===== src/rtl/commit_bus_scheduler.sv =====
// Seven-station round-robin commit bus arbiter with stall hold.
// Optional starvation aging: define COMMIT_BUS_SCHEDULER_AGING_EN.
module commit_bus_scheduler #(
    parameter int unsigned AGE_LIMIT = 12
) (
    input  logic       Clock,
    input  logic       Reset,
    input  logic       iEnable,
    input  logic       iStall,
    input  logic [6:0] iRequest,
    output logic [6:0] oGrant,
    output logic       oGrantValid,
    output logic [2:0] oBusSelector,
    output logic [6:0] oStarved
);

    typedef enum logic [1:0] {
        IDLE  = 2'd0,
        GRANT = 2'd1,
        HOLD  = 2'd2
    } state_e;

    state_e     state_q, state_d;
    logic [6:0] grant_q, grant_d;
    logic [2:0] sel_q, sel_d;
    logic       valid_q, valid_d;
    logic [2:0] ptr_q, ptr_d;
    logic [6:0] starved_q, starved_d;

    logic [6:0] eligible;
    logic       arb_go;
    logic [2:0] win;
    logic       win_found;
    logic [3:0] idx;

    // The station currently on the bus is masked from this round.
    assign eligible = iRequest & ~grant_q;
    assign arb_go   = iEnable && !iStall && (eligible != 7'd0);

    always_comb begin
        win       = 3'd0;
        win_found = 1'b0;
        idx       = 4'd0;
        for (int k = 0; k < 7; k++) begin
            idx = 4'({1'b0, ptr_q}) + 4'(k);
            if (idx >= 4'd7) idx = idx - 4'd7;
            if (!win_found && eligible[idx[2:0]]) begin
                win       = idx[2:0];
                win_found = 1'b1;
            end
        end
`ifdef COMMIT_BUS_SCHEDULER_AGING_EN
        // Descending scan so the lowest starved index is the last writer.
        for (int i = 6; i >= 0; i--) begin
            if (eligible[i] && starved_q[i]) begin
                win       = 3'(i);
                win_found = 1'b1;
            end
        end
`endif
    end

    always_comb begin
        state_d = state_q;
        unique case (state_q)
            IDLE: begin
                if (arb_go) state_d = GRANT;
            end
            GRANT, HOLD: begin
                if (iStall)      state_d = HOLD;
                else if (arb_go) state_d = GRANT;
                else             state_d = IDLE;
            end
            default: state_d = IDLE;
        endcase
    end

    always_comb begin
        grant_d = grant_q;
        sel_d   = sel_q;
        valid_d = valid_q;
        ptr_d   = ptr_q;
        if (state_d == GRANT) begin
            grant_d = 7'd1 << win;
            sel_d   = win + 3'd1;
            valid_d = 1'b1;
            ptr_d   = (win == 3'd6) ? 3'd0 : win + 3'd1;
        end else if (state_d == IDLE) begin
            grant_d = 7'd0;
            sel_d   = 3'd0;
            valid_d = 1'b0;
        end
    end

`ifdef COMMIT_BUS_SCHEDULER_AGING_EN
    logic [3:0] age_q [7];
    logic [3:0] age_d [7];

    always_comb begin
        for (int i = 0; i < 7; i++) begin
            age_d[i] = age_q[i];
            if (!iRequest[i] || (state_d == GRANT && win == 3'(i)))
                age_d[i] = 4'd0;
            else if (state_q != HOLD && age_q[i] < 4'(AGE_LIMIT))
                age_d[i] = age_q[i] + 4'd1;
            starved_d[i] = (age_d[i] == 4'(AGE_LIMIT));
        end
    end

    always_ff @(posedge Clock) begin
        for (int i = 0; i < 7; i++) begin
            if (Reset) age_q[i] <= 4'd0;
            else       age_q[i] <= age_d[i];
        end
    end
`else
    assign starved_d = 7'd0;
`endif

    always_ff @(posedge Clock) begin
        if (Reset) begin
            state_q   <= IDLE;
            grant_q   <= 7'd0;
            sel_q     <= 3'd0;
            valid_q   <= 1'b0;
            ptr_q     <= 3'd0;
            starved_q <= 7'd0;
        end else begin
            state_q   <= state_d;
            grant_q   <= grant_d;
            sel_q     <= sel_d;
            valid_q   <= valid_d;
            ptr_q     <= ptr_d;
            starved_q <= starved_d;
        end
    end

    assign oGrant       = grant_q;
    assign oGrantValid  = valid_q;
    assign oBusSelector = sel_q;
    assign oStarved     = starved_q;

endmodule


===== config.mk =====
export PLATFORM = sky130hd
export DESIGN_NAME = commit_bus_scheduler
export DESIGN_NICKNAME = d
export VERILOG_FILES = /design/src/rtl/commit_bus_scheduler.sv
export SDC_FILE = /design/constraint.sdc
export NUM_CORES = 1
export LEC_CHECK = 0
export ABC_AREA = 1
export BUFFER_PORTS_ARGS = -buffer_cell sky130_fd_sc_hd__buf_2
export CORE_ASPECT_RATIO = 0.75
export CORE_MARGIN = 4
export CORE_UTILIZATION = 64
export DETAILED_ROUTE_END_ITERATION = 16
export PLACE_DENSITY = 0.95
export SLEW_MARGIN = 10
export SYNTH_ARGS = -nofsm -noshare
export SYNTH_HDL_FRONTEND = slang
export SYNTH_SLANG_ARGS = --single-unit

===== constraint.sdc =====
create_clock -name Clock -period 5.1 [get_ports Clock]
set_input_delay 1.53 -clock Clock [delete_from_list [all_inputs] [get_ports Clock]]
set_output_delay 1.53 -clock Clock [all_outputs]
set_load 0.02 [all_outputs]

# After elaboration in Yosys (flattened, before gate mapping)
# Index checks and enable logic that the tools add are counted.
# W data, S select, Z words.
# word_totals
reg_bits	16
latchBits	0
mem_bits_rw	0
mem_bits_ro	0
inputBits	11
out_inout_bits	18
mem_count	0
# classes
add_sub_neg	14
multipliers	0
div	0
order_cmp	14
eq_ne	4
shifts	1
n_mux	45
n_bitwise	2
reduce_logical	20
# op_table
cell	n
$mux W3	17
$lt A3 B4 Y1 const B	7
$ge A4 B3 Y1 const B	6
$bmux W1 S3	7
$sub A3 B3 Y3 const B	7
$mux W1	16
$mux W7	2
$add A3 B3 Y4 const B	3
$add A3 B2 Y4 const B	2
$logic_and A1 B1 Y1	8
$and A7 B7 Y7	1
$logic_not A1 Y1	7
$not A7 Y7	1
$reduce_bool A7 Y1	1
$shl A1 B3 Y7 const A	1
$add A3 B1 Y4 const B	1
$eq A2 B1 Y1 const B	2
$logic_not A2 Y1	2
$mux W2	2
$pmux W2 S2	1
$add A3 B1 Y3 const B	1
$eq A3 B3 Y1 const B	1
$ge A3 B3 Y1 const B	1
$eq A2 B2 Y1 const B	1
other kinds (2)	2

# Depth between registers and ports, before layout
# depth
ltp_word	25
depth_mapped	27
depth_no_buf	26

# Worst setup path before layout
# No wires, ideal clock.
# synth_path
path_type	input to register
startpoint	in iRequest[6]
endpoint	reg ptr_q[2]
setup_time_ns	0.056
arrival_ns	3.728
required_ns	5.044
path_slack_ns	1.316
stages	18
n_path_buf	0
cell_sequence	inv_1 > nor2_1 > inv_1 > o21ai_0 > o211ai_1 > o21ai_2 > nand3_2 > o21ai_0 > o21ai_0 > nor2_2 > inv_1 > ha_1 > ha_1 > nor2_1 > nand2_1 > o21ai_0 > nand2_1 > inv_1
# synth_via
elab_chain_cells	24
elab_cells_between_ends	50
cone_classes	add/sub (1); eq/ne (2); mux (32); bitwise (1); reduce/logical (14)
# synth_rtl
element	line_no	source
start, declared	10	input logic [6:0] iRequest,
$and A7 B7 Y7 (*)	37	assign eligible = iRequest & ~grant_q;
$bmux W1 S3	47	if (!win_found && eligible[idx[2:0]]) begin
$mux W1 (not written as such)	47	
$mux W1	47	
$logic_not A1 Y1	47	
$logic_and A1 B1 Y1	47	
$mux W1	47	
$logic_not A1 Y1	47	
(+8 left out)	--	
$logic_not A1 Y1	47	
$logic_and A1 B1 Y1	47	
$mux W1	47	
$logic_not A1 Y1	47	
$logic_and A1 B1 Y1	47	
$mux W3	47	
$add A3 B1 Y3 / $eq A3 B3 Y1 (equally long branches)	87	ptr_d = (win == 3'd6) ? 3'd0 : win + 3'd1;
$mux W3	87	
end signal, assigned	133	ptr_q <= ptr_d;
end, declared	27	logic [2:0] ptr_q, ptr_d;
# Every way passes the cells marked *; elsewhere a longest branch is shown, timed or not. The select of a mux whose other input is x is not followed.
# A chain may end at the register's enable or synchronous reset.

# Worst setup path after layout
# layout_path
startpoint	reg ptr_q[1]
endpoint	reg ptr_q[2]
# layout_via
elab_chain_cells	25
elab_cells_between_ends	69
cone_classes	add/sub (14); order compare (7); eq/ne (1); mux (35); reduce/logical (12)
# layout_rtl
element	line_no
parallel branches: the longest is 22 deep, another holds $add A3 B1 Y4	--
$mux W3 (*)	47
$add A3 B1 Y3 / $eq A3 B3 Y1 (equally long branches)	87
$mux W3 (*)	87
# Every way passes the cells marked *. The select of a mux whose other input is x is not followed.

==> metrics.txt <==
Pwr Density 619 mW/mm^2; minimum clock period 4.05 ns; Die ar. 0.00467 sq mm; CTS max path bufs 2; #FFs+latches synth 16; Reg power frac 0.119; Synth Warn # 0; FF-to-FF path depth 23; flop-to-flop setup slack 1.05 ns; Crit Path Max Fanout 9; GRT Overall Usage 0.285; via count 2702; Die X 77.6 um; PostCTS Resize Cnt 0; fmax 247 MHz; row count 18; post-synth top area cell nand2_1; critical path class reg2reg; Hold Buf Count CTS 0; DR top layer met4; cell mode on critical path inv_1; slew margin rel. 0.649; status complete, no violations; Total Wirelength 6.45 mm; Synth Area in XOR/XNOR 0.0258; DRC 0; most common cell in the synthesized netlist nand2_1; post-synth top area share 0.192; Synth Area in Adders 0.116; Core Region 0.00338 sq mm; Num CTS Buffers 3; root buffer cell clkbuf_8; Non-Filler Instances 452; peak supply drop 0.000373 V; Area Overhead vs Synth 7.05%; Fin Clk Skew 0.00267 ns; CP endpoint kind flop; DR iter-0 viols 324; Clock transition at path regs 0.07 ns; mux share of post-synthesis cell area 0; worst-path cell chain inv_1, ha_1, inv_1, fa_1, o21ai_1, inv_1, nand3_1, nand2_1, nand2_1, nand2_2, nor2_8, nand3_2, o21ai_0, o21ai_0, nor2_2, inv_1, ha_1, ha_1, nor2_1, nand2_1, o21ai_0, nand2_1, inv_1; Nets 445; Pleak 0.00137 uW; GPL Wtd Cong 1.08; switch share 0.614; Avg Synthesized Cell Area 5.99 sq um; Comb pwr share 0.807; I/O pins 29; list of most frequent post-synthesis cells nand2_1 (119), nand3_1 (64), inv_1 (46), nor2_1 (23); Crit path largest cell delay 0.50 ns; fraction of registers with async set or reset after synthesis 0; P_int 595 uW; largest family of logic cells by synthesized area simple AND/OR/NAND/NOR gates; simple-gate portion of the synthesized area 0.493; H-tree Lvls 1; PortBufs 21; Final Hold Fails 0; Syn Inst Count 388; top_reg_cell synth dfxtp_1; Data required, critical path 5.30 ns; RSZ-0062 raised after global routing false; Avg WL per Cell 14.3 um; most area-consuming cells after synthesis nand2_1 (19%), dfxtp_1 (14%), nand3_1 (14%); Detail Route Antenna Nets 0; part of the cycle the worst path needs 0.794; number of global-route vias before repair 2300; met1 WL 2.70 mm; Setup Fix Bufs, Post-CTS 0; met2 routed WL 2.54 mm; actual slew at the worst max-slew pin 0.527 ns; hold path depth 2; Final Util 0.736; grt total ovfl 0; DP HPWL 5.08 mm; vias per cell 5.98; DRT Pass-1 Iters 5; met3 WL 1.07 mm; sw power 945 uW; sum of negative setup slack 0 ns; complex-gate fraction of the synthesized area 0.0991; initial antenna violation count 0; # diodes 0; Seq/Total Area, Yosys 0.138; Post-synth EDFFs 0; layout cells sized above 1 0.165; WP data arrival 4.25 ns; synthesized area 0.00232 sq mm; type of the worst min-delay path reg2reg; Clock Latency Late Sink 0.25 ns; MaxCap Viol Count 0; CP max stage cell fa_1; first-pass GRT wire length 10.5 mm; placed cells 448; Die Ht 60.2 um; CTS tree done; number of distinct library cells after synthesis 35; Finish-stage setup viols 0; largest net degree at the start of global routing 12; Sink Count 16; startpoint types flop; Slew Viols, Final 0; clock share of power 0.075; effective utilization at floorplan 0.688
final timing paths:
| path | startpoint | endpoint |
|---|---|---|
| worst max-delay path | ptr_q[1] | ptr_q[2] |
| worst min register to register | oBusSelector[1] | oBusSelector[1] |
| worst max register to register | ptr_q[1] | ptr_q[2] |
| worst min-delay path | oBusSelector[1] | oBusSelector[1] |
per-layer routing:
layer  global-route usage  vias up
li1                     -     1294
met1                0.401     1176
met2                0.413      212
met3               0.0964       20
met4               0.0711        0
met5                    0        -
logic make-up (layout without fill, tap and decap cells):
family / Yosys count / after routing
compound gates: 40 / 40
xor+xnor: 3 / 3
fa+ha+maj: 21 / 21
buf+inv: 64 / 82
flops: 16 / 16
other cells: 1 / 7
simple gates: 243 / 243
state kept, by name, indices dropped and copies added (netlist names):
name and cells:
oGrant 7, state_q 2, oGrantValid 1, oBusSelector 3
ptr_q 3
cell usage in the layout, fill, tap and decap left out, types with 5 or more instances in the layout:
| cell | count |
|---|---|
| nand2_1 | 119 |
| nand3_1 | 64 |
| inv_1 | 46 |
| nor2_1 | 23 |
| buf_2 | 21 |
| o21ai_0 | 20 |
| ha_1 | 20 |
| dfxtp_1 | 16 |
| nand2_2 | 11 |
| nand3_2 | 8 |
| inv_2 | 7 |
| conb_1 | 7 |
| nand4_1 | 6 |
| o21ai_1 | 5 |
| a21oi_1 | 5 |
critical path, delay by kind of cell, from the launching register on:
| kind | cells | cell delay [ns] |
|---|---|---|
| buf+inv | 5 | 0.62 |
| simple gates | 10 | 1.00 |
| flops | 1 | 0.42 |
| compound gates | 4 | 0.73 |
| fa+ha+maj | 4 | 1.22 |
power groups by stage:
stage	clock [uW]	combinational, uW	sequential (uW)
after floorplan	0	919	195
after global placement	0	1140	183
after detailed placement	0	1180	184
after CTS	113	1200	182
after global routing	122	1360	186
final	115	1240	183
per-stage QoR:
| step | setup slack [ns] | hold slack [ns] | power (uW) | cell area (sq um) |
|---|---|---|---|---|
| after floorplan | 1.32 | 0.528 | 1110 | 2350 |
| after global placement | 1.08 | 0.426 | 1330 | 2430 |
| after detailed placement | 1.02 | 0.434 | 1370 | 2430 |
| after CTS | 1.12 | 0.452 | 1490 | 2490 |
| after global routing | 0.731 | 0.480 | 1670 | 2490 |
| final | 1.05 | 0.453 | 1540 | 2490 |
area by class of cell:
| type | count | area (sq um) |
|---|---|---|
| Tap cell | 40 | 50.0 |
| Multi-Input combinational cell | 314 | 1730 |
| Fill cell | 277 | 891 |
| Clock buffer | 4 | 55.1 |
| Sequential cell | 16 | 320 |
| Inverter | 55 | 209 |
| Timing Repair Buffer | 23 | 120 |
No activity file was read; power rests on OpenSTA's default activity.
